<file path="config.mk">
export PLATFORM = sky130hd
export DESIGN_NAME = throttle_req_gen
export DESIGN_NICKNAME = d
export VERILOG_FILES = /design/src/rtl/throttle_req_gen.sv
export SDC_FILE = /design/constraint.sdc
export NUM_CORES = 1
export LEC_CHECK = 0
export CORE_ASPECT_RATIO = 1.1
export CORE_UTILIZATION = 50
export DETAILED_ROUTE_END_ITERATION = 10
export GPL_ROUTABILITY_DRIVEN = 0
export PLACE_DENSITY = 0.71
export SLEW_MARGIN = 20
export SYNTH_ARGS = -nofsm -noshare
export SYNTH_HDL_FRONTEND = slang
export SYNTH_SLANG_ARGS = --single-unit
export TNS_END_PERCENT = 30
</file>
<file path="constraint.sdc">
create_clock -name clk -period 4.45 [get_ports clk]
set_input_delay 0.445 -clock clk [delete_from_list [all_inputs] [get_ports clk]]
set_output_delay 0.445 -clock clk [all_outputs]
set_load 0.01 [all_outputs]
</file>
<file path="src/rtl/throttle_req_gen.sv">
// Round-robin request generator feeding the throttle: per-queue pending counts and burst lengths.
// Optional accepted-request counter (grant_total) is built when THROTTLE_REQ_STATS_EN is defined.
module throttle_req_gen #(
  parameter int NUM_Q = 4,
  parameter int ID_W  = 2
) (
  input  logic            clk,
  input  logic            reset,
  input  logic            enable,
  input  logic            load,
  input  logic [ID_W-1:0] load_id,
  input  logic [15:0]     load_cnt,
  input  logic [3:0]      load_len,
  output logic            valid,
  output logic [ID_W-1:0] id,
  output logic [3:0]      len,
  input  logic            ready,
  output logic            busy,
  output logic            done,
`ifdef THROTTLE_REQ_STATS_EN
  output logic [31:0]     grant_total,
`endif
  output logic [1:0]      debug_state
);

  // Handshake: valid/id/len are held constant from REQ entry until a cycle in which
  // ready=1 is sampled while valid=1; ready seen outside REQ is ignored.
  typedef enum logic [1:0] {
    IDLE = 2'd0,
    ARB  = 2'd1,
    REQ  = 2'd2
  } state_t;

  state_t          state;
  logic [15:0]     cnt      [NUM_Q];
  logic [15:0]     cnt_next [NUM_Q];
  logic [3:0]      qlen     [NUM_Q];
  logic [ID_W-1:0] rr_ptr;
  logic [3:0]      load_len_eff;
  logic            accept;
  logic            any_now;
  logic            any_next;
  logic            pick_found;
  logic [ID_W-1:0] pick_id;
  logic [ID_W-1:0] scan_idx;

  assign accept       = (state == REQ) && ready;
  assign load_len_eff = (load_len == 4'd0) ? 4'd1 : load_len;
  assign busy         = (state != IDLE);
  assign debug_state  = state;

  // A load to the accepted queue overrides its decrement in the same cycle.
  always_comb begin
    for (int q = 0; q < NUM_Q; q++) begin
      cnt_next[q] = cnt[q];
      if (accept && (id == ID_W'(q)) && (cnt[q] != 16'd0))
        cnt_next[q] = cnt[q] - 16'd1;
      if (load && (load_id == ID_W'(q)))
        cnt_next[q] = load_cnt;
    end
  end

  always_comb begin
    any_now  = 1'b0;
    any_next = 1'b0;
    for (int q = 0; q < NUM_Q; q++) begin
      if (cnt[q] != 16'd0)      any_now  = 1'b1;
      if (cnt_next[q] != 16'd0) any_next = 1'b1;
    end
  end

  // Scan starts one past the last grant and wraps, so every queue gets a turn.
  always_comb begin
    pick_found = 1'b0;
    pick_id    = '0;
    scan_idx   = '0;
    for (int i = 1; i <= NUM_Q; i++) begin
      scan_idx = ID_W'((int'(rr_ptr) + i) % NUM_Q);
      if (!pick_found && (cnt[scan_idx] != 16'd0)) begin
        pick_found = 1'b1;
        pick_id    = scan_idx;
      end
    end
  end

  always_ff @(posedge clk or negedge reset) begin
    if (!reset) begin
      for (int q = 0; q < NUM_Q; q++) begin
        cnt[q]  <= 16'd0;
        qlen[q] <= 4'd0;
      end
    end else begin
      for (int q = 0; q < NUM_Q; q++) begin
        cnt[q] <= cnt_next[q];
        if (load && (load_id == ID_W'(q)))
          qlen[q] <= load_len_eff;
      end
    end
  end

  always_ff @(posedge clk or negedge reset) begin
    if (!reset) begin
      state  <= IDLE;
      valid  <= 1'b0;
      id     <= '0;
      len    <= 4'd0;
      done   <= 1'b0;
      rr_ptr <= ID_W'(NUM_Q - 1);
    end else begin
      done <= 1'b0;
      case (state)
        IDLE: begin
          if (enable && any_now)
            state <= ARB;
        end
        ARB: begin
          if (pick_found) begin
            state  <= REQ;
            valid  <= 1'b1;
            id     <= pick_id;
            len    <= qlen[pick_id];
            rr_ptr <= pick_id;
          end else begin
            state <= IDLE;
          end
        end
        REQ: begin
          if (ready) begin
            valid <= 1'b0;
            done  <= !any_next;
            state <= (enable && any_next) ? ARB : IDLE;
          end
        end
        default: begin
          state <= IDLE;
          valid <= 1'b0;
        end
      endcase
    end
  end

`ifdef THROTTLE_REQ_STATS_EN
  always_ff @(posedge clk or negedge reset) begin
    if (!reset)
      grant_total <= 32'd0;
    else if (accept)
      grant_total <= grant_total + 32'd1;
  end
`endif

endmodule

</file>
# After elaboration in Yosys (flattened, before gate mapping)
# Index checks and enable logic that the tools add are counted.
[classes] n_addsub=8 reduce_logical=42 n_eq_ne=11 n_bitwise=6 n_mux=50 order_cmp=5
[ops] cell="16-bit 2-to-1 mux" n=16
[ops] cell="16-bit nonzero test" n=12
[ops] cell="16-bit binary-select mux with 2-bit select" n=4
[ops] cell="16-bit by 1-bit subtractor with 16-bit output, second input constant" n=4
[ops] cell="1-bit logical AND" n=18
[ops] cell="1-bit 2-to-1 mux" n=17
[ops] cell="3-bit >= comparator, second input constant" n=5
[ops] cell="2-bit NOT with 3-bit output" n=5
[ops] cell="2-bit 2-to-1 mux" n=7
[ops] cell="4-bit 2-to-1 mux" n=3
[ops] cell="2-bit equality test, second input constant" n=5
[ops] cell="4-bit binary-select mux with 2-bit select" n=1
[ops] cell="2-bit by 1-bit equality test with 1-bit output, second input constant" n=3
[ops] cell="2-bit logical NOT" n=3
[ops] cell="2-bit != test, second input constant" n=3
[ops] cell="2-bit case mux with 3 select lines" n=1
[ops] cell="2-bit by 1-bit adder with 2-bit output, second input constant" n=2
[ops] cell="2-bit adder, second input constant" n=2
[ops] cell="1-bit logical NOT" n=4
[ops] cell="4-bit logical NOT" n=1
[ops] cell="2-bit AND reduction" n=2
[ops] cell="1-bit case mux with 3 select lines" n=1
[ops] cell="3-bit AND reduction" n=1
[ops] cell="2-bit nonzero test" n=1
[ops] cell="1-bit NOT" n=1
[totals] inputBits=27 word_cells=136 output_inout_bits=11 regBits=92

# Logic depth before layout (Yosys ltp)
[logic_depth] ltp_word=20 mapped_depth=12

# Least setup slack after synthesis
# No wires, ideal clock.
[synth_path] path_kind="reg2reg" from="reg cnt[16] (netlist bit)" to="reg state[0], in the netlist debug_state[0]" setup_ns=0.133 path_stages_with_launch=12 arrival_ns=3.380 slack_ns=0.937 period_less_slack_ns=3.513 path_cell_list="dfrtp_1 > inv_1 > ha_1 > or3b_2 > nor2_2 > or4_1 > a31oi_1 > or4_1 > or4_1 > or4_1 > o41ai_1 > a21oi_1"
[synth_rtl] element="start: declaration" line="35" source="logic [15:0] cnt [NUM_Q];"
[synth_rtl] element="start signal: indexed assignment" line="94" source="cnt[q] <= cnt_next[q];"
[synth_rtl] element="end signal: assignment" line="131" source="state <= (enable && any_next) ? ARB : IDLE;"
[synth_rtl] element="end: declaration" line="34" source="state_t state;"

# Worst setup path after layout
[layout_path] from="reg cnt[16] (netlist bit)" to="reg state[0], in the netlist debug_state[0]"
[layout_between] elab_chain_cells=11 elab_cells_between_ends=17 classes_between="1 x add/sub; 1 x eq/ne; 9 x mux; 6 x reduce/logical"
[layout_lines] element="branches (longest 11 deep; another with 16-bit by 1-bit subtractor with 16-bit output)"
# Parallel ways; which one is timed is not known. The select of a mux whose other input is x is not followed.
# A chain may end at the register's enable or synchronous reset.

==> impl_metrics.py <==
metrics = {
    "floorplan": {
        "die_y_um": 114,
        "die-area_um2": 11800,
        "die_w_um": 104,
        "rows": 40,
        "core_area_um2": 11000,
        "start_util_pct": 51.7,
        "io_pins": 38,
    },
    "synth": {
        "ys_seq_elements": 92,
        "async_flop_share_pct": 100,
        "synth_area_um2": 5700,
        "syn_avg_cell_area_um2": 8.82,
        "syn_nets": 681,
        "synth_ff_type": "dfrtp_1",
        "yosysWarnings": 0,
        "ys_types": 68,
        "synth_edf_count": 0,
        "netlist_instances": 646,
        "yosysSeqAreaShare_pct": 40.5,
    },
    "route": {
        "wl_um": 17600,
        "drc": 0,
        "drt_first_pass_iters": 6,
        "viasPerCell": 6.58,
        "wire_per_inst_um": 21.1,
        "num_vias": 5504,
        "drtIter0Drc": 581,
        "detail-route-antenna-nets": 0,
    },
    "timing": {
        "setup-tns-final_ps": 0,
        "max_slew_margin_pct": 42.7,
        "rsz0062_at_grt": "no",
        "post-route-min-period_ps": 4230,
        "fin_crit_sh_pct": 95.2,
        "tightest_slew_ps": 852,
        "fmax_mhz": 236,
        "setup_viol": 0,
        "drv_slew": 0,
        "fin_skew_ps": 7.42,
        "finalHoldViolCount": 0,
    },
    "critical_path": {
        "end_kind": "register",
        "crit_required_ps": 4660,
        "crit_type": "reg -> reg",
        "worstPathArrival_ps": 4450,
        "worstPathMaxFanout": 9,
        "start_kind": "register",
    },
    "power_and_ir_drop": {
        "finalPower_mw": 3.02,
        "power_leakage_nw": 2.49,
        "p_per_area_nw_per_um2": 457,
        "vdd.ir_drop.worst_v": 0.000221,
    },
    "clock_network": {
        "ctsResizeCount": 0,
        "postCtsHoldBufs": 0,
        "cts_tree": "yes",
        "cts.sinks": 92,
        "clock_path_buffers": 2,
        "postCtsSetupRepairBufs": 0,
        "clk_pin_slew_ps": 60,
        "clock_latency_ps": 350,
        "cts_buffers": 9,
        "ctsHtreeMaxLevel": 3,
        "clock-root-buffer": "clkbuf_16",
    },
    "finish": {
        "fin_util_pct": 60.1,
        "finalNetCount": 719,
        "area_growth_pct": 16.1,
        "layout_commonest_cell": "dfrtp_1",
        "finalInstanceArea_um2": 6620,
        "layout_common_cells": "90 x dfrtp_1, 79 x nand2_1, 61 x nor2_1",
        "drive_gt1_share_pct": 9.72,
        "num_antenna_cells": 0,
    },
    "flow_run": {
        "cap_violations": 0,
    },
    "global_route": {
        "grt_overflow_total": 0,
        "grt_pass1_vias": 5185,
        "antenna_found_initial": 0,
        "grt_pass1_wl_um": 27800,
        "grt_max_degree": 56,
        "grtUsageTotal_pct": 30.8,
    },
    "placed_design": {
        "io_buffers": 37,
        "dpl_cell_area_um2": 6280,
        "dp.final_hpwl_um": 13000,
    },
    "min_path": {
        "hold_path.class": "in -> async",
    },
    "run_status": {
        "status": "complete, no violations",
    },
}
power by group:
group | total (mW) | switching, mW | internal [mW]
sequential | 1.26 | 0.232 | 1.03
combinational | 0.876 | 0.476 | 0.400
clock | 0.884 | 0.334 | 0.550
total | 3.02 | 1.04 | 1.98
kinds of logic after synthesis:
family	after synthesis	share of synthesized area, %
xor+xnor	27	4.15
mux	12	3.10
flops	92	40.5
compound gates	136	15.5
buf+inv	44	2.90
fa+ha+maj	8	1.76
simple gates	327	32.1
stage by stage:
| stage | instances | hold slack [ps] | worst slack (ps) |
|---|---|---|---|
| floorplan | 646 | 149 | 937 |
| global placement | 820 | 453 | 308 |
| detailed placement | 820 | 457 | 133 |
| CTS | 836 | 182 | 361 |
| global route | 836 | 217 | 133 |
| finish | 836 | 146 | 215 |
per-layer routing:
metal	track usage (%)	wire, um	up-vias
met2	49.9	8100	271
li1	-	-	2519
met3	5.03	1260	61
met5	0	0	-
met4	14.9	832	0
met1	40.6	7430	2653
synthesized netlist by cell type (6+ instances only):
| master | n | area share [%] |
|---|---|---|
| inv_1 | 18 | 1.2 |
| xnor2_1 | 11 | 1.7 |
| a31oi_1 | 22 | 2.4 |
| nand3_1 | 20 | 1.8 |
| ha_1 | 8 | 1.8 |
| nor2_1 | 61 | 4.0 |
| o31ai_1 | 9 | 1.2 |
| dfrtp_1 | 90 | 40 |
| o21ai_0 | 40 | 3.5 |
| nand2_1 | 79 | 5.2 |
| a21oi_1 | 20 | 1.8 |
| or4_1 | 20 | 2.6 |
| nand4_1 | 23 | 2.5 |
| clkbuf_1 | 23 | 1.5 |
| nor3_1 | 20 | 1.8 |
| or3_1 | 18 | 2.0 |
| nand2b_1 | 6 | 0.66 |
| xor2_1 | 16 | 2.5 |
| nor4_1 | 22 | 2.4 |
sequential cells by signal, indices dropped and copies added, names as in the netlist:
signal / count
cnt: 64
debug_state: 2
done: 1
id: 2
len: 4
qlen: 16
rr_ptr: 2
valid: 1
final timing paths:
kind	slack (ps)	to	startpoint	depth (start not counted)
max	220	debug_state[0]	cnt[16]	11
min	150	cnt[60]	reset	1
max reg2reg	220	debug_state[0]	cnt[16]	11
min reg2reg	470	qlen[5]	qlen[5]	2
max in group asynchronous	3320	rr_ptr[1]	reset	2
min in group clk	470	qlen[5]	qlen[5]	2
critical path, stage by stage (launching register included):
cell and delay (ps):
dfrtp_1 420, inv_1 120, ha_1 170, or3b_2 530, nor4_2 670, or3_1 230
a41oi_1 160, a2111oi_0 690, nand4_1 150, or4_1 460, o41ai_1 390, a21oi_1 110
area by class of cell:
class | instances | area [um2]
Fill cell | 965 | 4390
Multi-Input combinational cell | 510 | 3230
Sequential cell | 92 | 2300
Timing Repair Buffer | 53 | 488
Clock buffer | 10 | 229
Tap cell | 147 | 184
Clock inverter | 6 | 111
Inverter | 18 | 67.6
Note: power is estimated with default switching activity, not from simulation.
